## src/rtl/muldiv_issue_sched.sv

```systemverilog
// Issue scheduler for the shared, non-pipelined multiply/divide unit.
// Round-robin grant, op-dependent latency timing, and result hold until the CDB accepts it.
//
// state    | meaning
// IDLE     | unit free, waiting for a request
// EXEC     | op in flight, latency counter running
// WAIT_CDB | result held, broadcasting until cdb_gnt_i
module muldiv_issue_sched #(
  parameter int NUM_REQ = 2,
  parameter int TAG_W   = 4,
  parameter int DATA_W  = 64,
  parameter int MUL_LAT = 4,
  parameter int DIV_LAT = 16
) (
  input  logic                      clk,
  input  logic                      rst_n,
  input  logic                      flush_i,
  input  logic [NUM_REQ-1:0]        req_i,
  input  logic [NUM_REQ-1:0]        div_i,
  input  logic [NUM_REQ*TAG_W-1:0]  tag_i,
  input  logic [NUM_REQ*DATA_W-1:0] opa_i,
  input  logic [NUM_REQ*DATA_W-1:0] opb_i,
  output logic [NUM_REQ-1:0]        gnt_o,
  output logic                      unit_start_o,
  output logic                      unit_mult_o,
  output logic                      unit_div_o,
  output logic [DATA_W-1:0]         unit_a_o,
  output logic [DATA_W-1:0]         unit_b_o,
  input  logic [DATA_W-1:0]         unit_result_i,
  output logic                      cdb_req_o,
  output logic [TAG_W-1:0]          cdb_tag_o,
  output logic [DATA_W-1:0]         cdb_data_o,
  input  logic                      cdb_gnt_i,
  output logic                      busy_o
);

  localparam int PTR_W   = (NUM_REQ > 1) ? $clog2(NUM_REQ) : 1;
  localparam int MAX_LAT = (DIV_LAT > MUL_LAT) ? DIV_LAT : MUL_LAT;
  localparam int CNT_W   = $clog2(MAX_LAT + 1);

  typedef enum logic [1:0] {IDLE, EXEC, WAIT_CDB} state_t;

  state_t             state_q, state_d;
  logic [PTR_W-1:0]   ptr_q, win;
  logic [CNT_W-1:0]   cnt_q;
  logic               win_vld, can_grant, grant;
  logic               div_q, start_q;
  logic [TAG_W-1:0]   tag_q;
  logic [DATA_W-1:0]  a_q, b_q, res_q;

  // Downward scan so the requester closest to the pointer is written last and wins.
  always_comb begin
    win_vld = 1'b0;
    win     = '0;
    for (int i = NUM_REQ - 1; i >= 0; i--) begin
      if (req_i[(int'(ptr_q) + i) % NUM_REQ]) begin
        win_vld = 1'b1;
        win     = PTR_W'((int'(ptr_q) + i) % NUM_REQ);
      end
    end
  end

  // rst_n gating keeps the combinational grant quiet while reset is held.
  always_comb begin
    can_grant = rst_n && !flush_i &&
                ((state_q == IDLE) || ((state_q == WAIT_CDB) && cdb_gnt_i));
    grant     = can_grant && win_vld;
    gnt_o     = '0;
    if (grant) gnt_o[win] = 1'b1;
  end

  always_comb begin
    state_d = state_q;
    case (state_q)
      IDLE:     if (grant) state_d = EXEC;
      EXEC:     if (cnt_q == CNT_W'(1)) state_d = WAIT_CDB;
      WAIT_CDB: if (cdb_gnt_i) state_d = grant ? EXEC : IDLE;
      default:  state_d = IDLE;
    endcase
    if (flush_i) state_d = IDLE;
  end

  always_ff @(posedge clk or negedge rst_n) begin
    if (!rst_n) begin
      state_q <= IDLE;
      ptr_q   <= '0;
      cnt_q   <= '0;
      div_q   <= 1'b0;
      start_q <= 1'b0;
      tag_q   <= '0;
      a_q     <= '0;
      b_q     <= '0;
      res_q   <= '0;
    end else begin
      state_q <= state_d;
      start_q <= grant;
      if (grant) begin
        ptr_q <= (win == PTR_W'(NUM_REQ - 1)) ? '0 : win + 1'b1;
        div_q <= div_i[win];
        tag_q <= tag_i[int'(win)*TAG_W +: TAG_W];
        a_q   <= opa_i[int'(win)*DATA_W +: DATA_W];
        b_q   <= opb_i[int'(win)*DATA_W +: DATA_W];
        cnt_q <= div_i[win] ? CNT_W'(DIV_LAT) : CNT_W'(MUL_LAT);
      end else if ((state_q == EXEC) && (cnt_q != '0)) begin
        cnt_q <= cnt_q - 1'b1;
      end
      if ((state_q == EXEC) && (cnt_q == CNT_W'(1)) && !flush_i)
        res_q <= unit_result_i;
    end
  end

  assign unit_start_o = start_q;
  assign unit_mult_o  = (state_q == EXEC) && !div_q;
  assign unit_div_o   = (state_q == EXEC) && div_q;
  assign unit_a_o     = a_q;
  assign unit_b_o     = b_q;
  assign cdb_req_o    = (state_q == WAIT_CDB);
  assign cdb_tag_o    = tag_q;
  assign cdb_data_o   = res_q;
  assign busy_o       = (state_q != IDLE);

endmodule
```

## config.mk

```make
export PLATFORM = sky130hd
export DESIGN_NAME = muldiv_issue_sched
export DESIGN_NICKNAME = d
export VERILOG_FILES = /design/src/rtl/muldiv_issue_sched.sv
export SDC_FILE = /design/constraint.sdc
export NUM_CORES = 1
export LEC_CHECK = 0
export CAP_MARGIN = 20
export CORE_AREA = 2 2 207 209
export CTS_BUF_LIST = sky130_fd_sc_hd__clkbuf_4
export DETAILED_ROUTE_END_ITERATION = 12
export DIE_AREA = 0 0 209 211
export PLACE_DENSITY_LB_ADDON = 0.12
export SYNTH_ARGS = -nofsm -noshare
export SYNTH_HDL_FRONTEND = slang
export SYNTH_SLANG_ARGS = --single-unit
```

## constraint.sdc

```tcl
create_clock -name clk -period 2.4 [get_ports clk]
set_input_delay 0.48 -clock clk [delete_from_list [all_inputs] [get_ports clk]]
set_output_delay 0.48 -clock clk [all_outputs]
set_load 0.02 [all_outputs]
```

After elaboration in Yosys (flattened, before gate mapping)
Index checks and enable logic that the tools add are counted.

Bits of input ports: 336. Bits in registers: 206. Output and inout port bits: 203. Word-level logic and storage cells: 68.

Add/subtract/negate cells: 3. Shift operators: 3. Equal/unequal tests: 6. Bitwise gates (word level): 1. Mux-type cells: 24. Reductions and logical operators: 18. $lt $le $gt $ge: 4.

Operators with widths (number): indexed part select 128 x 8 -> 64 bit (2); 2-to-1 mux 5 bit (3); 2-to-1 mux 1 bit (14); logical AND 1 bit (10); 2-to-1 mux 2 bit (5); indexed part select 8 x 4 -> 4 bit (1); != test 3 bit, second input constant (2); one-hot mux 2 bit (3 select lines) (1); equality test 5 x 1 -> 1 bit, second input constant (1); nonzero test 5 bit (1); subtractor 5 x 1 -> 5 bit, second input constant (1); < comparator 1 x 2 -> 1 bit, second input constant (2); nonzero test 2 bit (2); < comparator 2 x 3 -> 1 bit, second input constant (1); != test 3 x 2 -> 1 bit, second input constant (1); AND reduction 3 bit (1); adder 1 bit, second input constant (2); equality test 2 x 1 -> 1 bit, second input constant (1); equality test 2 bit, second input constant (1); zero test 1 bit (2); zero test 2 bit (1); AND 1 bit, first input constant (1); demux 1 bit (select 1 bit) (1); greater-or-equal comparator 1 bit, second input constant (1); logical OR 1 bit (1).

Depth between registers and ports, before layout
Gate-level depths: netlist (run 1).

Word-level depth: 12. Depth in mapped cells: 8. Mapped depth without buffers: 5.

Worst setup path before layout (run 1)
Ideal clock, no wire load.

Path kind: reg-to-output. From: register state_q[0]. To: output gnt_o[1]. Data required time: 1920 ps. Path buffers: 3. Data arrival time: 1749 ps. Setup slack: 171 ps. Cell stages (with the launch flop): 7. Cells stage by stage: dfrtp_1 > nand2b_4 > or4_4 > buf_6 > buf_6 > buf_6 > nor2_1.

Cells in the longest elaborated chain, start to end: 6. Elaborated cells between the ends (all ways): 7. Classes of those cells: 1 x eq/ne; 1 x mux; 5 x reduce/logical.

Ends and longest elaborated chain: from (decl) (line 43) `state_t state_q, state_d;`; from (signal assigned) (line 95) `state_q <= state_d;`; equality test 2 bit (line 66) `((state_q == IDLE) || ((state_q == WAIT_CDB) && cdb_gnt_i));`; logical AND 1 bit (line 66); logical OR 1 bit (*) (line 66); logical AND 1 bit (*) (line 65) `can_grant = rst_n && !flush_i &&`; logical AND 1 bit (*) (line 67) `grant = can_grant && win_vld;`; 2-to-1 mux 2 bit (*) (line 69) `if (grant) gnt_o[win] = 1'b1;`; to (decl) (line 23) `output logic [NUM_REQ-1:0] gnt_o,`.

Every way passes the cells marked *; elsewhere a longest branch is shown, timed or not.

Final worst setup path (run 1)
From: register state_q[0]. To: output gnt_o[0].

Cells in the longest elaborated chain, start to end: 6. Elaborated cells between the ends (all ways): 7. Classes of those cells: 1 x eq/ne; 1 x mux; 5 x reduce/logical.

Ends and longest elaborated chain: equality test 2 bit (line 66); logical AND 1 bit (line 66); logical OR 1 bit (*) (line 66); logical AND 1 bit (*) (line 65); logical AND 1 bit (*) (line 67); named net grant (line 46) `logic win_vld, can_grant, grant;`; 2-to-1 mux 2 bit (*) (line 69).

The timed path passes the listed nets; every way through them passes the cells marked *.

==> out/results.ini, run 1 <==
[floorplanning]
core_um2=41800
dieHeight_um=211
die_area_um2=44100
io_pins=539
die_x_um=209
start_util_pct=21.6
rows=75

[outcome]
violations=setup timing
status=complete, but fails checks

[grt]
grt.total_usage_pct=15.2
grt_max_degree=129
grt_overflow=0
antenna_found_initial=2
grt_pass1_vias=8379
grt_pass1_wl_mm=50.6

[timing]
worst_slew_pin_slew_ns=0.944
min_period_ns=2.66
fin_ws_ns=-0.264
drv_slew=0
tns_ns=-0.508
period_share_pct=111
max_freq_ghz=0.375
hold_violations=0
fin_skew_ns=0.0296
rsz0062_at_grt=yes
timing.slew.headroom_pct=37.1
setup_violations=2

[cts]
insertion_delay_ns=0.75
htreeDepth=2
clockRootBuffer=clkbuf_4
clkSlewWorstSetupHoldPaths_ns=0.06
ctsLongestPathBuffers=3
cts_buffers=61
cts_tree=built
clock_sinks=206

[power]
pwr_density_cell_nw_per_um2=908
p_leak_uw=0.00718
peakVddDrop_mv=0.309

[finish]
final_cell_mix=522 x clkdlybuf4s50_1, 206 x dfrtp_1, 134 x mux2i_1, 133 x nand2_1, 110 x o21ai_1
nNetsFinal=1695
fillCellCount=4237
final_common_cell=clkdlybuf4s50_1
syn_to_final_growth_pct=76.7
ff_latch_area_um2=5150
multi_input_area_um2=3500
drive_gt1_share_pct=14.7

[critical_path]
arrival_ns=2.18
crit_required_ns=1.92
end_kind=output port
crit_chain=nand2b_4, or4_4, buf_6, clkinv_4, and2_4, buf_6
reg2reg_from=state_q[0]
reg2reg_slack_ns=0.22
cp.depth=6
worst-path-buf-inv=3
worst_path_most_repeated_cell=buf_6
setup.worst_path.end=gnt_o[0]
crit_path_max_incr_delay_ns=0.50
critPathSlowestCell=or4_4
critPathMaxFanout=2
cp-start-kind=flop
worstReg2RegEnd=unit_b_o[33]
crit_type=flop to output port
crit_family=simple AND/OR/NAND/NOR gates
worstSetupStartpoint=state_q[0]
reg2regPathDepth=8

[synth]
ys_seq_area_share_pct=57.2
syn_avg_cell_area_um2=11.8
synth_area_um2=9010
syn_nets=1105
synth_xor_area_share_pct=0
synth_simple_gate_area_share_pct=7.26
synth_compound_area_share_pct=8.12
synthMuxAreaShare_pct=22.9
ys_types=29
synthAdderAreaFrac_pct=0.278
synth_top_family_by_area=multiplexers
yosys_warnings=0
netlist_instances=767
synth-seq-cells=206

[detailed_routing]
ant_nets=0
post_drt_wl_per_cell_um=17.6
wl_mm=34.0
firstDrtPassIters=4
drc=0
drt_iter0_drc=197
via_per_inst=4.07
vias=7887

[worst_hold_path]
hp-start=rst_n
hold_class=primary input to flop

[placement]
dp_slack_ns=-0.489
hpwl_mm=26.6
gp_congestion=0.769
port_buffers=538

[flow_run]
cap_violations=0

-- worst min path at each step --
stage / to / cells past startpoint / slack, ns
after floorplan: cdb_data_o[0] / 0 / 0.18
after global placement: unit_a_o[63] / 2 / 0.46
after detailed placement: unit_b_o[57] / 2 / 0.47
after CTS: state_q[0] / 5 / 0.08
after global routing: state_q[0] / 5 / 0.16
final: state_q[0] / 5 / 0.18
-- cell type report --
type,instances,area share [%]
timing repair buffer,578,36.6
sequential,206,32.4
multi-input combinational,504,22.0
tap,539,4.23
clock buffer,80,3.77
clock inverter,22,0.856
inverter,6,0.173
antenna,2,0.0314
-- layer usage --
metal | global-route usage, % | routed length [µm] | vias up
met3 | 7.08 | 3680 | 48
li1 | - | - | 3871
met4 | 5.12 | 685 | 0
met1 | 16.4 | 13000 | 3620
met5 | 0 | 0 | -
met2 | 26.3 | 16700 | 348
-- logic make-up after synthesis --
kind of cell    after synthesis
buf+inv                      57
simple gates                160
fa+ha+maj                     2
compound gates              144
flops                       206
mux                         198
-- cells in the mapped netlist --
master	number	area share, %
buf_2	12	0.67
inv_1	5	0.21
nor2b_1	2	0.14
a31o_2	1	0.097
nand2_1	133	5.5
o21ai_1	110	6.1
clkbuf_1	18	0.75
a21oi_1	6	0.33
nor3_1	1	0.055
nand4_1	2	0.14
nor4_1	1	0.069
buf_6	21	2.6
nor2_2	1	0.069
nor2_1	9	0.37
and2b_1	1	0.083
o21a_1	1	0.083
mux2i_1	134	15
or2_2	1	0.069
mux2_2	64	8.0
a311o_1	1	0.11
ha_1	2	0.28
nand2b_4	1	0.15
and2_1	2	0.14
o21ai_0	25	1.4
clkinv_1	1	0.042
or4_4	1	0.12
nand2b_1	2	0.14
nand3_1	3	0.17
dfrtp_1	206	57
-- power breakdown --
group	leakage, µW	internal, µW	switching [µW]
logic	0.00417	3070	2990
registers	0.00258	4560	550
clock network	0.000433	1740	1560
total	0.00718	9370	5090
-- state kept, by name, indices dropped and copies added (netlist names) --
signal        cells
unit_a_o         64
cdb_data_o       64
cdb_tag_o         4
ptr_q             1
unit_start_o      1
cnt_q             5
unit_b_o         64
state_q           2
div_q             1
-- through the flow --
stage          total power (µW)  cells  util (%)  cell area [µm²]  hold slack, ns
3_3_place_gp              11300   1828      36.3            15100           0.463
6_report                  14500   1937      38.2            15900           0.178
2_1_floorplan              7850    767         -             9010           0.184
4_1_cts                   14800   1934      38.1            15900          0.0811
3_5_place_dp              11400   1828      36.3            15100           0.471
5_1_grt                   15400   1937      38.2            15900           0.159
-- tightest hold or removal path: stages --
cell      delay (ns)
buf_8           0.11
nand2b_4        0.07
nor3_1          0.07
a21oi_1         0.11
nor2_1          0.05
-- what timing repair did --
| item | in CTS | in global routing |
|---|---|---|
| hold endpoints to repair | 23 | 0 |
| pin swaps | 1 | 1 |
| endpoints found under the setup margin | 14 | 4 |
| cloned | 0 | 0 |
| resized for setup | 37 | 4 |
| setup buffers | 3 | 1 |
| hold buffers | 1 | 0 |
Note: power is estimated with default switching activity, not from simulation.
==> run 2: changes to the inputs <==
--- a/config.mk
+++ b/config.mk
@@ -10,7 +10,7 @@
 export CTS_BUF_LIST = sky130_fd_sc_hd__clkbuf_4
 export DETAILED_ROUTE_END_ITERATION = 12
 export DIE_AREA = 0 0 209 211
-export PLACE_DENSITY_LB_ADDON = 0.12
+export DONT_BUFFER_PORTS = 1
 export SYNTH_ARGS = -nofsm -noshare
 export SYNTH_HDL_FRONTEND = slang
 export SYNTH_SLANG_ARGS = --single-unit
==> run 2 against run 1 <==
  * Area after synthesis unchanged
  * Synthesized cell count did not move
  * The run now fails in 4_1_cts
==> out/results.ini, run 2 <==
[placement]
dpl.cell_count=1265  ; was 1828
port_buffers=0  ; was 538
hpwl_mm=19.7  ; was 26.6 mm
gp_congestion=0.907  ; was 0.769

[synth]
yosysTopAreaCellShare_pct=57.2  ; unchanged
synth-seq-cells=206  ; unchanged
netlist_instances=767  ; unchanged
ys_types=29  ; unchanged
synth_area_um2=9010  ; unchanged
syn_avg_cell_area_um2=11.8  ; unchanged
synth.top_cells.by_area=dfrtp_1 57%, mux2i_1 15%, mux2_2 8.0%  ; unchanged
synth.most_common_cell=dfrtp_1  ; unchanged
syn_nets=1105  ; unchanged
yosys_warnings=0  ; unchanged
synthArstFlopShare_pct=100  ; unchanged
synth.largest_area_cell=dfrtp_1  ; unchanged
yosys-top-cells-count=206 x dfrtp_1, 134 x mux2i_1, 133 x nand2_1  ; unchanged
synth-main-ff-cell=dfrtp_1  ; unchanged
synth-edff-count=0  ; unchanged
ys_seq_area_share_pct=57.2  ; unchanged

[outcome]
haltStage=4_1_cts
tool.error=[ERROR RSZ-0060] Max buffer count reached.
status=did not finish  ; was complete, but fails checks

[cts]
cts_resized=7  ; was 37
clock_sinks=206  ; unchanged
htreeDepth=2  ; unchanged
cts_buffers=54  ; was 61
clockRootBuffer=clkbuf_4  ; unchanged
cts_setup_buffers=4  ; was 3
holdBufCountCts=274  ; was 1
ctsLongestPathBuffers=3  ; unchanged

[floorplanning]
dieHeight_um=211  ; unchanged
start_util_pct=21.6  ; unchanged
io_pins=539  ; unchanged
die_x_um=209  ; unchanged
rows=75  ; unchanged

run 2: cell counts after synthesis:
No cell type changed its count.
run 2: logic make-up after synthesis:
family          synth area share, %
flops                          57.2
mux                            22.9
simple gates                   7.26
compound gates                 8.12
buf+inv                        4.29
fa+ha+maj                     0.278
run 2: through the flow:
stage / worst slack, ns / cell area (µm²) / hold WS (ns)
global placement: 0.362 / 9490 / 0.190
floorplan: 0.171 / 9010 / 0.184
detailed placement: 0.350 / 9490 / 0.190
==> run 3: changes to the inputs <==
--- a/config.mk
+++ b/config.mk
@@ -6,11 +6,10 @@
 export NUM_CORES = 1
 export LEC_CHECK = 0
 export CAP_MARGIN = 20
-export CORE_AREA = 2 2 207 209
-export CTS_BUF_LIST = sky130_fd_sc_hd__clkbuf_4
+export CORE_UTILIZATION = 20
 export DETAILED_ROUTE_END_ITERATION = 12
-export DIE_AREA = 0 0 209 211
 export DONT_BUFFER_PORTS = 1
+export PLACE_DENSITY_LB_ADDON = 0.15
 export SYNTH_ARGS = -nofsm -noshare
 export SYNTH_HDL_FRONTEND = slang
 export SYNTH_SLANG_ARGS = --single-unit
==> run 3 against run 2 <==
  * The flow now finishes, with violations (hold timing)
==> out/results.ini, run 3 (synthesis gave the netlist of run 1 again) <==
[cts]
ctsLongestPathBuffers=3  ; unchanged
htreeDepth=1  ; was 2
clkSlewWorstSetupHoldPaths_ns=0.06
insertion_delay_ns=0.53
clockRootBuffer=clkbuf_16  ; was clkbuf_4
clock_sinks=206  ; unchanged
holdBufCountCts=1  ; was 274
cts_tree=built
cts_buffers=25  ; was 54

[critical_path]
cp-start-kind=flop
crit_required_ns=1.92
crit_type=flop to output port
arrival_ns=1.86
critPathMaxFanout=3
end_kind=output port
reg2regPathDepth=6

[flow_run]
cap_violations=0

[placement]
placedInstanceArea_um2=9550  ; was 9490 µm²
port_buffers=0  ; unchanged
gp_congestion=0.779  ; was 0.907
hpwl_mm=19.3  ; was 19.7 mm
dp_slack_ns=0.362  ; was 0.350 ns

[power]
power_uw=12100
pwr_density_cell_nw_per_um2=1160
pwr-share-clk_pct=30.4
peakVddDrop_mv=0.410
comb_power_share_pct=13.4
p_switching_uw=4500
p_leak_uw=0.00486
power.share.switching_pct=37.2
seqPwrFrac_pct=56.2
intPower_uw=7590

[timing]
rsz0062_at_grt=no
min_period_ns=2.34
hold_violations=206
setup_violations=0
timing.slew.headroom_pct=42.2
period_share_pct=97.3
tns_ns=0
drv_slew=0
worst_slew_pin_slew_ns=0.866
fin_skew_ns=0.0117
fin_ws_ns=0.0646
whs_ns=-0.350
max_freq_ghz=0.428

[finish]
syn_to_final_growth_pct=15.4
finalInstanceArea_um2=10400
nNetsFinal=1094
drive_gt1_share_pct=15.6
final_cell_mix=206 x dfrtp_1, 134 x mux2i_1, 133 x nand2_1, 110 x o21ai_1, 64 x mux2_2
fillCellCount=4753
final_common_cell=dfrtp_1

[detailed_routing]
firstDrtPassIters=6
vias=5550
post_drt_wl_per_cell_um=18.9
ant_nets=0
via_per_inst=4.04
drc=0
drt_iter0_drc=261
wl_mm=25.9

[floorplanning]
start_util_pct=20.3  ; was 21.6%
core_um2=44300
io_pins=539  ; unchanged
rows=77  ; was 75
die_area_um2=45900
die_x_um=214  ; was 209 µm
dieHeight_um=214  ; was 211 µm

[grt]
grt.total_usage_pct=10.9
antenna_found_initial=7
grt_max_degree=208
grt_pass1_wl_mm=38.1
grt_pass1_vias=5764
grt_overflow=0

[outcome]
status=complete, but fails checks  ; was did not finish
violations=hold timing

[worst_hold_path]
hold_class=primary input to asynchronous set/reset pin

-- run 3: area by class of cell --
type | count | area (µm²) | area share, %
multi-input combinational | 504 | 3500 | 33.6
antenna | 7 | 17.5 | 0.168
clock inverter | 10 | 110 | 1.06
tap | 592 | 741 | 7.12
inverter | 6 | 22.5 | 0.217
sequential | 206 | 5150 | 49.6
clock buffer | 36 | 677 | 6.51
timing repair buffer | 13 | 179 | 1.72
-- run 3: per-stage QoR --
stage | utilization [%] | std cells | hold WS (ns)
finish | 23.5 | 1374 | -0.350
global route | 23.5 | 1374 | -0.382
CTS | 23.4 | 1366 | -0.387
detailed placement | 21.6 | 1317 | 0.189
global placement | 21.6 | 1317 | 0.189
floorplan | - | 767 | 0.184
-- run 3: path summary, 6_finish.rpt --
| kind | endpoint | from | slack, ns |
|---|---|---|---|
| worst min register to register | cnt_q[3] | cnt_q[3] | 0.51 |
| max in group asynchronous | cdb_data_o[6] | rst_n | 2.03 |
| min in group clk | cdb_data_o[62] | unit_result_i[62] | 0.10 |
| worst max register to register | unit_b_o[62] | state_q[0] | 0.42 |
| worst min-delay path | cdb_data_o[5] | rst_n | -0.35 |
| worst max-delay path | gnt_o[0] | state_q[0] | 0.06 |
-- run 3: critical path: stages, from the launching register on --
cell,delay [ns]
dfrtp_1,0.38
nand2b_4,0.14
or4_4,0.56
inv_2,0.08
and2_4,0.18
-- run 3: layer usage --
layer,GRT usage (%),routed length (µm),up-vias
li1,-,-,2652
met1,12.3,9800,2539
met2,18.3,12700,316
met3,3.66,2450,43
met4,5.69,1020,0
met5,0,0,-
-- run 3: power groups by stage --
stage,Combinational (µW),Clock [µW],Sequential [µW]
floorplan,1400,0,6450
global route,1880,4000,6930
finish,1630,3670,6790
CTS,1660,3860,6830
global placement,1590,0,6950
detailed placement,1660,0,6880
-- run 3: repair_timing --
action,in CTS,in global routing
setup endpoints to repair,2,2
setup buffers,2,1
pin swaps,2,1
cloned,0,0
gates resized for setup,5,1
hold endpoints to repair,208,206
